`src/rtl/branch_predictor_bht_pkg.sv`:
```
// Shared types and helpers for the BHT branch predictor: counter type,
// indexing-mode enum and saturating counter arithmetic.
package bp_pkg;

    localparam int CTR_W_MAX = 8;

    typedef logic [CTR_W_MAX-1:0] ctr_t;

    typedef enum logic {
        BP_BIMODAL = 1'b0,
        BP_GSHARE  = 1'b1
    } bp_mode_e;

    // Counters narrower than ctr_t live in the low bits; w selects the real width.
    function automatic ctr_t ctr_wnt(input int w);
        return (ctr_t'(1) << (w - 1)) - ctr_t'(1);
    endfunction

    function automatic ctr_t ctr_wt(input int w);
        return ctr_t'(1) << (w - 1);
    endfunction

    function automatic ctr_t sat_inc(input ctr_t v, input int w);
        ctr_t maxVal;
        maxVal = (ctr_t'(1) << w) - ctr_t'(1);
        return (v == maxVal) ? v : v + ctr_t'(1);
    endfunction

    function automatic ctr_t sat_dec(input ctr_t v, input int w);
        return (v == '0) ? v : v - ctr_t'(1);
    endfunction

endpackage

```
`src/rtl/branch_predictor_bht_if.sv`:
```
// Fetch-lookup, resolution and performance signals between the pipeline
// (master) and the branch predictor (slave).
interface branch_predictor_bht_if #(
    parameter int XLEN   = 32,
    parameter int IDX_W  = 4,
    parameter int PERF_W = 32
);
    logic              if_valid;
    logic              if_stall;
    logic [XLEN-1:0]   if_pc;
    logic              pred_hit;
    logic              pred_taken;
    logic [XLEN-1:0]   pred_target;
    logic [IDX_W-1:0]  pred_ghr;

    logic              upd_valid;
    logic              upd_is_branch;
    logic [XLEN-1:0]   upd_pc;
    logic              upd_taken;
    logic [XLEN-1:0]   upd_target;
    logic              upd_pred_taken;
    logic [XLEN-1:0]   upd_pred_target;
    logic [IDX_W-1:0]  upd_ghr;
    logic              mispredict;
    logic [XLEN-1:0]   redirect_pc;

    logic [PERF_W-1:0] perf_lookups;
    logic [PERF_W-1:0] perf_mispredicts;

    modport master (
        output if_valid, if_stall, if_pc,
        output upd_valid, upd_is_branch, upd_pc, upd_taken, upd_target,
        output upd_pred_taken, upd_pred_target, upd_ghr,
        input  pred_hit, pred_taken, pred_target, pred_ghr,
        input  mispredict, redirect_pc, perf_lookups, perf_mispredicts
    );

    modport slave (
        input  if_valid, if_stall, if_pc,
        input  upd_valid, upd_is_branch, upd_pc, upd_taken, upd_target,
        input  upd_pred_taken, upd_pred_target, upd_ghr,
        output pred_hit, pred_taken, pred_target, pred_ghr,
        output mispredict, redirect_pc, perf_lookups, perf_mispredicts
    );

endinterface

```
`src/rtl/branch_predictor_bht_entry_table.sv`:
```
// Direct-mapped predictor storage: valid/tag/target/counter per entry, one
// combinational read port and one training write port with read-modify-write.
module bp_entry_table
    import bp_pkg::*;
#(
    parameter int XLEN    = 32,
    parameter int ENTRIES = 16,
    parameter int CTR_W   = 2,
    parameter int IDX_W   = $clog2(ENTRIES),
    parameter int TAG_W   = XLEN - IDX_W - 2
) (
    input  logic             clk,
    input  logic             rst_n,
    input  logic [IDX_W-1:0] rd_idx_i,
    output logic             rd_valid_o,
    output logic [TAG_W-1:0] rd_tag_o,
    output logic [XLEN-1:0]  rd_target_o,
    output logic             rd_ctr_msb_o,
    input  logic             wr_en_i,
    input  logic [IDX_W-1:0] wr_idx_i,
    input  logic [TAG_W-1:0] wr_tag_i,
    input  logic             wr_taken_i,
    input  logic [XLEN-1:0]  wr_target_i
);

    localparam ctr_t CTR_WNT = ctr_wnt(CTR_W);
    localparam ctr_t CTR_WT  = ctr_wt(CTR_W);

    logic [ENTRIES-1:0] valid_q, valid_d;
    logic [TAG_W-1:0]   tag_q    [ENTRIES];
    logic [TAG_W-1:0]   tag_d    [ENTRIES];
    logic [XLEN-1:0]    target_q [ENTRIES];
    logic [XLEN-1:0]    target_d [ENTRIES];
    logic [CTR_W-1:0]   ctr_q    [ENTRIES];
    logic [CTR_W-1:0]   ctr_d    [ENTRIES];

    logic wr_hit;
    ctr_t wr_ctr_ext;

    assign rd_valid_o   = valid_q[rd_idx_i];
    assign rd_tag_o     = tag_q[rd_idx_i];
    assign rd_target_o  = target_q[rd_idx_i];
    assign rd_ctr_msb_o = ctr_q[rd_idx_i][CTR_W-1];

    assign wr_hit     = valid_q[wr_idx_i] && (tag_q[wr_idx_i] == wr_tag_i);
    assign wr_ctr_ext = ctr_t'(ctr_q[wr_idx_i]);

    // A not-taken branch that misses leaves the table alone; only taken misses allocate.
    always_comb begin
        valid_d  = valid_q;
        tag_d    = tag_q;
        target_d = target_q;
        ctr_d    = ctr_q;
        if (wr_en_i) begin
            if (wr_hit) begin
                if (wr_taken_i) begin
                    ctr_d[wr_idx_i]    = CTR_W'(sat_inc(wr_ctr_ext, CTR_W));
                    target_d[wr_idx_i] = wr_target_i;
                end else begin
                    ctr_d[wr_idx_i]    = CTR_W'(sat_dec(wr_ctr_ext, CTR_W));
                end
            end else if (wr_taken_i) begin
                valid_d[wr_idx_i]  = 1'b1;
                tag_d[wr_idx_i]    = wr_tag_i;
                target_d[wr_idx_i] = wr_target_i;
                ctr_d[wr_idx_i]    = CTR_WT[CTR_W-1:0];
            end
        end
    end

    always_ff @(posedge clk or negedge rst_n) begin
        if (!rst_n) begin
            valid_q <= '0;
            for (int i = 0; i < ENTRIES; i++) begin
                tag_q[i]    <= '0;
                target_q[i] <= '0;
                ctr_q[i]    <= CTR_WNT[CTR_W-1:0];
            end
        end else begin
            valid_q  <= valid_d;
            tag_q    <= tag_d;
            target_q <= target_d;
            ctr_q    <= ctr_d;
        end
    end

endmodule

```
`src/rtl/branch_predictor_bht.sv`:
```
// Dynamic branch predictor top: bimodal/gshare indexing, global history,
// mispredict/redirect generation and saturating performance counters.
module branch_predictor_bht
    import bp_pkg::*;
#(
    parameter int       XLEN    = 32,
    parameter int       ENTRIES = 16,
    parameter int       CTR_W   = 2,
    parameter bp_mode_e MODE    = BP_BIMODAL,
    parameter int       PERF_W  = 32
) (
    input  logic                   clk,
    input  logic                   rst_n,
    branch_predictor_bht_if.slave  bus
);

    localparam int IDX_W = $clog2(ENTRIES);
    localparam int TAG_W = XLEN - IDX_W - 2;

    logic [IDX_W-1:0]  ghr_q, ghr_d;
    logic [PERF_W-1:0] lookups_q, lookups_d;
    logic [PERF_W-1:0] mispredicts_q, mispredicts_d;

    logic [IDX_W-1:0]  fetch_hash, upd_hash;
    logic [IDX_W-1:0]  fetch_idx, upd_idx;
    logic [TAG_W-1:0]  fetch_tag, upd_tag;
    logic              rd_valid, rd_ctr_msb;
    logic [TAG_W-1:0]  rd_tag;
    logic [XLEN-1:0]   rd_target;
    logic              hit, taken, train, mispredict, fetch_fire;
    logic [IDX_W-1:0]  ghr_spec, ghr_restore;

    assign fetch_hash = (MODE == BP_GSHARE) ? ghr_q       : '0;
    assign upd_hash   = (MODE == BP_GSHARE) ? bus.upd_ghr : '0;
    assign fetch_idx  = bus.if_pc[IDX_W+1:2] ^ fetch_hash;
    assign upd_idx    = bus.upd_pc[IDX_W+1:2] ^ upd_hash;
    assign fetch_tag  = bus.if_pc[XLEN-1:IDX_W+2];
    assign upd_tag    = bus.upd_pc[XLEN-1:IDX_W+2];

    bp_entry_table #(
        .XLEN    (XLEN),
        .ENTRIES (ENTRIES),
        .CTR_W   (CTR_W),
        .IDX_W   (IDX_W),
        .TAG_W   (TAG_W)
    ) u_table (
        .clk          (clk),
        .rst_n        (rst_n),
        .rd_idx_i     (fetch_idx),
        .rd_valid_o   (rd_valid),
        .rd_tag_o     (rd_tag),
        .rd_target_o  (rd_target),
        .rd_ctr_msb_o (rd_ctr_msb),
        .wr_en_i      (train),
        .wr_idx_i     (upd_idx),
        .wr_tag_i     (upd_tag),
        .wr_taken_i   (bus.upd_taken),
        .wr_target_i  (bus.upd_target)
    );

    // Lookup reads pre-update state: a same-cycle training write is visible next cycle.
    assign hit        = rd_valid && (rd_tag == fetch_tag);
    assign taken      = hit && rd_ctr_msb;
    assign fetch_fire = bus.if_valid && !bus.if_stall;

    assign bus.pred_hit    = hit;
    assign bus.pred_taken  = taken;
    assign bus.pred_target = taken ? rd_target : bus.if_pc + XLEN'(4);
    assign bus.pred_ghr    = ghr_q;

    assign train      = bus.upd_valid && bus.upd_is_branch;
    assign mispredict = train &&
                        ((bus.upd_taken != bus.upd_pred_taken) ||
                         (bus.upd_taken && (bus.upd_target != bus.upd_pred_target)));

    assign bus.mispredict  = mispredict;
    assign bus.redirect_pc = bus.upd_taken ? bus.upd_target : bus.upd_pc + XLEN'(4);

    generate
        if (IDX_W > 1) begin : g_ghr_shift
            assign ghr_spec    = {ghr_q[IDX_W-2:0], taken};
            assign ghr_restore = {bus.upd_ghr[IDX_W-2:0], bus.upd_taken};
        end else begin : g_ghr_bit
            assign ghr_spec    = taken;
            assign ghr_restore = bus.upd_taken;
        end
    endgenerate

    // A mispredict repairs history from the branch's snapshot and wins over speculation.
    always_comb begin
        ghr_d = ghr_q;
        if (MODE != BP_GSHARE) begin
            ghr_d = '0;
        end else if (mispredict) begin
            ghr_d = ghr_restore;
        end else if (fetch_fire && hit) begin
            ghr_d = ghr_spec;
        end
    end

    always_comb begin
        lookups_d     = lookups_q;
        mispredicts_d = mispredicts_q;
        if (fetch_fire && (lookups_q != '1)) begin
            lookups_d = lookups_q + PERF_W'(1);
        end
        if (mispredict && (mispredicts_q != '1)) begin
            mispredicts_d = mispredicts_q + PERF_W'(1);
        end
    end

    assign bus.perf_lookups     = lookups_q;
    assign bus.perf_mispredicts = mispredicts_q;

    always_ff @(posedge clk or negedge rst_n) begin
        if (!rst_n) begin
            ghr_q         <= '0;
            lookups_q     <= '0;
            mispredicts_q <= '0;
        end else begin
            ghr_q         <= ghr_d;
            lookups_q     <= lookups_d;
            mispredicts_q <= mispredicts_d;
        end
    end

endmodule

```
`src/flat_wrapper.sv`:
```
// flat-port wrapper written by rule: the top's interface ports become plain ports
module branch_predictor_bht_flat import bp_pkg::*;
#(
    parameter int       XLEN    = 32,
    parameter int       ENTRIES = 16,
    parameter int       CTR_W   = 2,
    parameter bp_mode_e MODE    = BP_BIMODAL,
    parameter int       PERF_W  = 32
)
  (clk, rst_n, bus_if_valid, bus_if_stall, bus_if_pc, bus_upd_valid, bus_upd_is_branch, bus_upd_pc, bus_upd_taken, bus_upd_target, bus_upd_pred_taken, bus_upd_pred_target, bus_upd_ghr, bus_pred_hit, bus_pred_taken, bus_pred_target, bus_pred_ghr, bus_mispredict, bus_redirect_pc, bus_perf_lookups, bus_perf_mispredicts);
  branch_predictor_bht_if #(.XLEN(XLEN), .IDX_W(4), .PERF_W(PERF_W)) bus_i ();
  input  logic clk;
  input  logic rst_n;
  input wire logic [$bits(bus_i.if_valid)-1:0] bus_if_valid;
  input wire logic [$bits(bus_i.if_stall)-1:0] bus_if_stall;
  input wire logic [$bits(bus_i.if_pc)-1:0] bus_if_pc;
  input wire logic [$bits(bus_i.upd_valid)-1:0] bus_upd_valid;
  input wire logic [$bits(bus_i.upd_is_branch)-1:0] bus_upd_is_branch;
  input wire logic [$bits(bus_i.upd_pc)-1:0] bus_upd_pc;
  input wire logic [$bits(bus_i.upd_taken)-1:0] bus_upd_taken;
  input wire logic [$bits(bus_i.upd_target)-1:0] bus_upd_target;
  input wire logic [$bits(bus_i.upd_pred_taken)-1:0] bus_upd_pred_taken;
  input wire logic [$bits(bus_i.upd_pred_target)-1:0] bus_upd_pred_target;
  input wire logic [$bits(bus_i.upd_ghr)-1:0] bus_upd_ghr;
  output wire logic [$bits(bus_i.pred_hit)-1:0] bus_pred_hit;
  output wire logic [$bits(bus_i.pred_taken)-1:0] bus_pred_taken;
  output wire logic [$bits(bus_i.pred_target)-1:0] bus_pred_target;
  output wire logic [$bits(bus_i.pred_ghr)-1:0] bus_pred_ghr;
  output wire logic [$bits(bus_i.mispredict)-1:0] bus_mispredict;
  output wire logic [$bits(bus_i.redirect_pc)-1:0] bus_redirect_pc;
  output wire logic [$bits(bus_i.perf_lookups)-1:0] bus_perf_lookups;
  output wire logic [$bits(bus_i.perf_mispredicts)-1:0] bus_perf_mispredicts;
  assign bus_i.if_valid = bus_if_valid;
  assign bus_i.if_stall = bus_if_stall;
  assign bus_i.if_pc = bus_if_pc;
  assign bus_i.upd_valid = bus_upd_valid;
  assign bus_i.upd_is_branch = bus_upd_is_branch;
  assign bus_i.upd_pc = bus_upd_pc;
  assign bus_i.upd_taken = bus_upd_taken;
  assign bus_i.upd_target = bus_upd_target;
  assign bus_i.upd_pred_taken = bus_upd_pred_taken;
  assign bus_i.upd_pred_target = bus_upd_pred_target;
  assign bus_i.upd_ghr = bus_upd_ghr;
  assign bus_pred_hit = bus_i.pred_hit;
  assign bus_pred_taken = bus_i.pred_taken;
  assign bus_pred_target = bus_i.pred_target;
  assign bus_pred_ghr = bus_i.pred_ghr;
  assign bus_mispredict = bus_i.mispredict;
  assign bus_redirect_pc = bus_i.redirect_pc;
  assign bus_perf_lookups = bus_i.perf_lookups;
  assign bus_perf_mispredicts = bus_i.perf_mispredicts;
  branch_predictor_bht #(.XLEN(XLEN), .ENTRIES(ENTRIES), .CTR_W(CTR_W), .MODE(MODE), .PERF_W(PERF_W)) u_core (.clk(clk), .rst_n(rst_n), .bus(bus_i));
endmodule
```
`config.mk`:
```
export PLATFORM = sky130hd
export DESIGN_NAME = branch_predictor_bht_flat
export DESIGN_NICKNAME = d
export VERILOG_FILES = /design/src/rtl/branch_predictor_bht_pkg.sv /design/src/rtl/branch_predictor_bht_if.sv /design/src/rtl/branch_predictor_bht_entry_table.sv /design/src/rtl/branch_predictor_bht.sv /design/src/flat_wrapper.sv
export SDC_FILE = /design/constraint.sdc
export NUM_CORES = 2
export LEC_CHECK = 0
export BUFFER_PORTS_ARGS = -buffer_cell sky130_fd_sc_hd__buf_4
export CAP_MARGIN = 30
export CORE_UTILIZATION = 45
export DETAILED_ROUTE_END_ITERATION = 10
export GPL_TIMING_DRIVEN = 1
export PLACE_DENSITY = 0.7
export SKIP_CTS_REPAIR_TIMING = 1
export SLEW_MARGIN = 10
export SYNTH_ARGS = -nofsm -noshare
export SYNTH_HDL_FRONTEND = slang
export SYNTH_SLANG_ARGS = --single-unit
```
`constraint.sdc`:
```
create_clock -name clk -period 3.6 [get_ports clk]
set_clock_uncertainty 0.05 [all_clocks]
set_input_delay 0.36 -clock clk [delete_from_list [all_inputs] [get_ports clk]]
set_output_delay 0.36 -clock clk [all_outputs]
set_load 0.02 [all_outputs]
```
* After elaboration in Yosys (flattened, before gate mapping) *
Index checks and enable logic that the tools add are counted.

word-level totals
  register bits = 1040
  bits in latches = 0
  RAM bits = 0
  ROM bits = 0
  input port bits = 140
  output and inout port bits = 135
  logic and storage cells = 133
  memories = 0

cells by class
  add/sub/neg operators = 6
  $mul = 0
  div/mod/pow operators = 0
  magnitude comparators = 6
  equal/unequal tests = 7
  shift operators = 0
  multiplexer cells = 38
  bitwise logic cells = 7
  reduce and logical (&&, ||, !) cells = 18

operators with widths
  cell                     count
  $bwmux W512              1
  $bwmux W416              1
  $mux W32                 8
  $bmux W26 S4             2
  $mux W26                 5
  $bmux W32 S4             1
  $demux W32 S4            1
  $demux W26 S4            1
  $add A32 B1 Y32 const B  2
  $add A32 B3 Y32 const B  2
  $bwmux W32               2
  $ne A32 B32 Y1 const B   2
  $eq A26 B26 Y1           2
  $ne A32 B32 Y1           1
  $or A16 B16 Y16          2
  $and A16 B16 Y16         1
  $bmux W2 S4              2
  $not A16 Y16             1
  $mux W2                  7
  $logic_and A1 B1 Y1      11
  $ge A5 B5 Y1 const B     2
  $lt A4 B5 Y1 const B     2
  $not A4 Y5               2
  $bmux W1 S4              2
  other kinds (16)         19

* Longest topological paths before layout *
  depth after elaboration = 9
  gate-level depth with buffers = 18
  depth with buffers taken out = 10

* Hierarchy *
A second synthesis with hierarchy kept.

second synthesis, totals
  cells, all modules = 4017
  area total of the unflattened synthesis = 54865.1 um2

modules (own cells, without submodules)
  module                instances  cells an instance  area each (um2)  seq. area each (um2)
  bp_entry_table        1          3327               49241.0          24443.4
  branch_predictor_bht  1          690                5624.1           1601.5

* Least setup slack after synthesis *
No wires, ideal clock.

  kind = input port to output port
  start = input port bus_if_pc[2]
  end = output port bus_pred_target[22]
  arrival = 3563 ps
  required time = 3190 ps
  path slack = -373 ps
  cell stages on the path = 9
  path through = buf_2 -> buf_2 -> buf_2 -> buf_2 -> clkbuf_1 -> buf_1 -> mux4_2 -> mux4_2 -> mux2_1

between the ends
  longest elaborated chain between the ends = 8
  elaborated cells on any way between the ends = 17

RTL lines
  element                                       line                                                                                                                    RTL
  from (decl)                                   flat_wrapper.sv:16                                                                                                      input wire logic [$bits(bus_i.if_pc)-1:0] bus_if_pc;
  $not A4 Y5 (implied by the code)              branch_predictor_bht_entry_table.sv:41, branch_predictor_bht_entry_table.sv:42, branch_predictor_bht_entry_table.sv:43
  $bmux W26 S4                                  branch_predictor_bht_entry_table.sv:41                                                                                  assign rd_tag_o = tag_q[rd_idx_i];
  $mux W26 (implied by the code) (2 in series)  branch_predictor_bht_entry_table.sv:41
  $eq A26 B26 Y1                                branch_predictor_bht.sv:62                                                                                              assign hit = rd_valid && (rd_tag == fetch_tag);
  $logic_and A1 B1 Y1                           branch_predictor_bht.sv:62
  $logic_and A1 B1 Y1                           branch_predictor_bht.sv:63                                                                                              assign taken = hit && rd_ctr_msb;
  $mux W32 *                                    branch_predictor_bht.sv:68                                                                                              assign bus.pred_target = taken ? rd_target : bus.if_pc + XLEN'(4);
  to (decl)                                     flat_wrapper.sv:27                                                                                                      output wire logic [$bits(bus_i.pred_target)-1:0] bus_pred_target;

Every way passes the cells marked *; elsewhere a longest branch is shown, timed or not. The select of a mux whose other input is x is not followed.

* Worst setup path in the final report *
  start = register u_core.u_table.tag_q[338] (netlist name)
  end = output port bus_pred_target[22]

between the ends
  longest elaborated chain between the ends = 7

RTL lines
  element                                       line                                    RTL
  from (decl)                                   branch_predictor_bht_entry_table.sv:30  logic [TAG_W-1:0] tag_q [ENTRIES];
  from (signal assigned)                        branch_predictor_bht_entry_table.sv:81  tag_q <= tag_d;
  $bmux W26 S4                                  branch_predictor_bht_entry_table.sv:41
  $mux W26 (implied by the code) (2 in series)  branch_predictor_bht_entry_table.sv:41
  $eq A26 B26 Y1                                branch_predictor_bht.sv:62
  $logic_and A1 B1 Y1                           branch_predictor_bht.sv:62
  $logic_and A1 B1 Y1                           branch_predictor_bht.sv:63
  $mux W32                                      branch_predictor_bht.sv:68

Every way passes these cells. The select of a mux whose other input is x is not followed.

==> run summary <==
status -> complete, but fails checks
violated checks -> setup timing
crit path max fanout -> 32
YS warnings -> 0
Post-synth EDFFs -> 0
TritonCTS clock tree -> done
CTS Buffer Depth -> 3
initial DRC count -> 3,529
Worst setup EP type -> output port
pwr/cell area -> 486 nW/µm²
min-delay worst type -> in2reg
clk sinks -> 1,040
area leader, netlist -> dfrtp_1
H-tree Lvls -> 3
die area -> 124,000 µm²
Post-synth top cells -> dfrtp_1 (1,024), mux2_2 (814), mux4_2 (348), clkbuf_1 (210), mux2_4 (171)
routed wire length -> 183,000 µm
Tcrit/Tclk final -> 124%
Total GRT Usage -> 28.8%
antenna violations before repair -> 11
first-pass GRT wire length -> 265,000 µm
Synth Register Bits -> 1,040
VDD IR-drop max -> 0.531 mV
Port-buffer cells -> 266
asr flop ratio synth -> 100%
drt wl/cell -> 29.5 µm
Final Hold Fails -> 0
top-count cell post-synth -> dfrtp_1
max-slew violations -> 0
synth unique cells -> 72
total number of placement rows -> 128
clock root cell -> clkbuf_16
Detail Route Antenna Nets -> 0
vias -> 38,200
die height -> 352 µm
area added between synthesis and finish -> 22.6%
Via density -> 6.17
Core ar. -> 122,000 µm²
share of cells above drive strength 1 -> 53.7%
Max-slew headroom -> 31.5%
Avg Cell Area, Syn -> 14.3 µm²
Max-cap violations -> 0
total grt overflow -> 0
setup ws final -> -0.857 ns
io pins -> 275
GPL Wtd Cong -> 0.989
DRC viols -> 0
sequential share of the synthesized area -> 47.2%
power after layout -> 32.9 mW
cell area after synthesis -> 55,200 µm²
largest net degree at the start of global routing -> 77
Initial Util -> 45.4%
Die Wd -> 352 µm
HPWL after DPL -> 124,000 µm
RSZ-0062 raised after global routing -> true
Synth Instances -> 3,875
top cells by area, synth -> dfrtp_1 (46%), mux2_2 (17%), mux4_2 (14%)
final setup violation count -> 486
fin nets -> 4,619
Yosys top cell area share -> 46.4%
sum of negative setup slack -> -89.85 ns
Worst-Skew Late Latency -> 0.72 ns
Worst-path clk slew -> 0.06 ns
CP Class -> reg2out
First-pass DRT Iterations -> 7
Leak -> 31.1 nW
critical path arrival -> 4.05 ns
Final min period -> 4.46 ns
Main synth FF type -> dfrtp_1
worst endpoint required time -> 3.19 ns
CTS buffer count -> 112
startpoint types -> flop
Slew @ Worst Pin -> 1.03 ns
fmax -> 224 MHz
number of global-route vias before repair -> 39,000
==> state kept, by name (all words and copies together) (netlist names) <==
register,cells
u_core.u_table.tag_q,416
u_core.u_table.valid_q,16
u_core.bus.perf_lookups,32
u_core.u_table.target_q,512
u_core.bus.perf_mispredicts,32
u_core.u_table.ctr_q,32
==> final timing paths <==
path	startpoint	to	slack, ns	cells after the start
setup reg to reg	u_core.u_table.tag_q[299]$_DFFE_PN0P_	u_core.u_table.tag_q[192]$_DFFE_PN0P_	-0.29	14
hold reg to reg	u_core.bus.perf_lookups[28]$_DFFE_PN0P_	u_core.bus.perf_lookups[28]$_DFFE_PN0P_	0.44	1
setup / recovery	u_core.u_table.tag_q[338]$_DFFE_PN0P_	bus_pred_target[22]	-0.86	11
hold / removal	bus_upd_target[26]	u_core.u_table.target_q[90]$_DFFE_PN0P_	0.007	2
max in group asynchronous	rst_n	u_core.u_table.tag_q[113]$_DFFE_PN0P_	2.05	4
min in group asynchronous	rst_n	u_core.u_table.target_q[330]$_DFFE_PN0P_	0.32	2
==> kinds of logic after synthesis <==
group / Yosys count / share of synthesized area (%)
buf+inv: 406 / 3.52
xor+xnor: 234 / 3.71
mux: 1467 / 37.9
fa+ha+maj: 8 / 0.177
simple gates: 453 / 4.18
compound gates: 266 / 3.35
other cells: 1 / 0.00679
flops: 1040 / 47.2
==> routing by layer <==
metal | GRT usage, % | routed length [µm]
met3 | 7.50 | 17200
met4 | 11.9 | 8970
met1 | 38.9 | 73400
met5 | 0 | 77
met2 | 44.1 | 83300
==> placed cells by master (no fill, tap or decap), types with 12 or more instances in the layout <==
| cell | instances |
|---|---|
| dfrtp_1 | 1024 |
| mux2_2 | 814 |
| buf_4 | 709 |
| mux4_2 | 348 |
| mux2_4 | 179 |
| xnor2_1 | 140 |
| nand2_1 | 126 |
| mux2i_1 | 125 |
| clkbuf_16 | 123 |
| xor2_1 | 90 |
| buf_12 | 89 |
| nor2_1 | 64 |
| o21ai_0 | 59 |
| nand3_1 | 55 |
| clkbuf_8 | 33 |
| a31oi_1 | 32 |
| inv_1 | 29 |
| a21oi_1 | 29 |
| nor3_1 | 28 |
| nand4_1 | 28 |
| and3_1 | 23 |
| clkbuf_1 | 23 |
| dlygate4sd3_1 | 20 |
| and2_1 | 17 |
| o22ai_1 | 16 |
| a21oi_4 | 16 |
| clkinv_2 | 16 |
| dfstp_2 | 16 |
| a22oi_1 | 15 |
| nor4_1 | 14 |
| buf_6 | 14 |
| nand2b_1 | 12 |
| a221oi_1 | 12 |
| o211ai_1 | 12 |
| and4_1 | 12 |
| bufinv_16 | 12 |
==> per-stage QoR <==
step | utilization [%] | hold slack (ns) | instances | worst slack [ns] | instance area (µm²)
CTS | 54.7 | -0.285 | 6136 | -1.04 | 66600
global route | 55.6 | 0.00392 | 6191 | -0.960 | 67700
finish | 55.6 | 0.00682 | 6192 | -0.857 | 67700
global placement | 51.5 | 0.416 | 5930 | -0.745 | 62600
floorplan | - | 0.0144 | 3878 | -0.0338 | 55300
detailed placement | 51.5 | 0.427 | 5930 | -0.725 | 62600
==> where the power goes <==
group | internal, mW | switching (mW)
logic | 3.59 | 2.84
clock network | 7.27 | 4.96
registers | 13.2 | 1.05
==> worst max-delay path, stage by stage, from the launching register on <==
cell,delay (ns)
dfrtp_1,0.41
mux4_2,0.47
xnor2_1,0.14
buf_4,0.15
nand2_1,0.13
a2111oi_2,0.40
buf_4,0.17
o21ai_0,0.10
or4b_4,0.60
buf_12,0.22
mux2_1,0.34
buf_4,0.16
==> final cells by class <==
type / instances / area, µm²
antenna: 3 / 7.51
clock buffer: 167 / 3330
clock inverter: 39 / 627
fill: 9807 / 54000
inverter: 30 / 113
multi-input combinational: 2432 / 27500
sequential: 1040 / 26000
tap: 1625 / 2030
timing repair buffer: 856 / 7990
No activity file was read; power rests on OpenSTA's default activity.
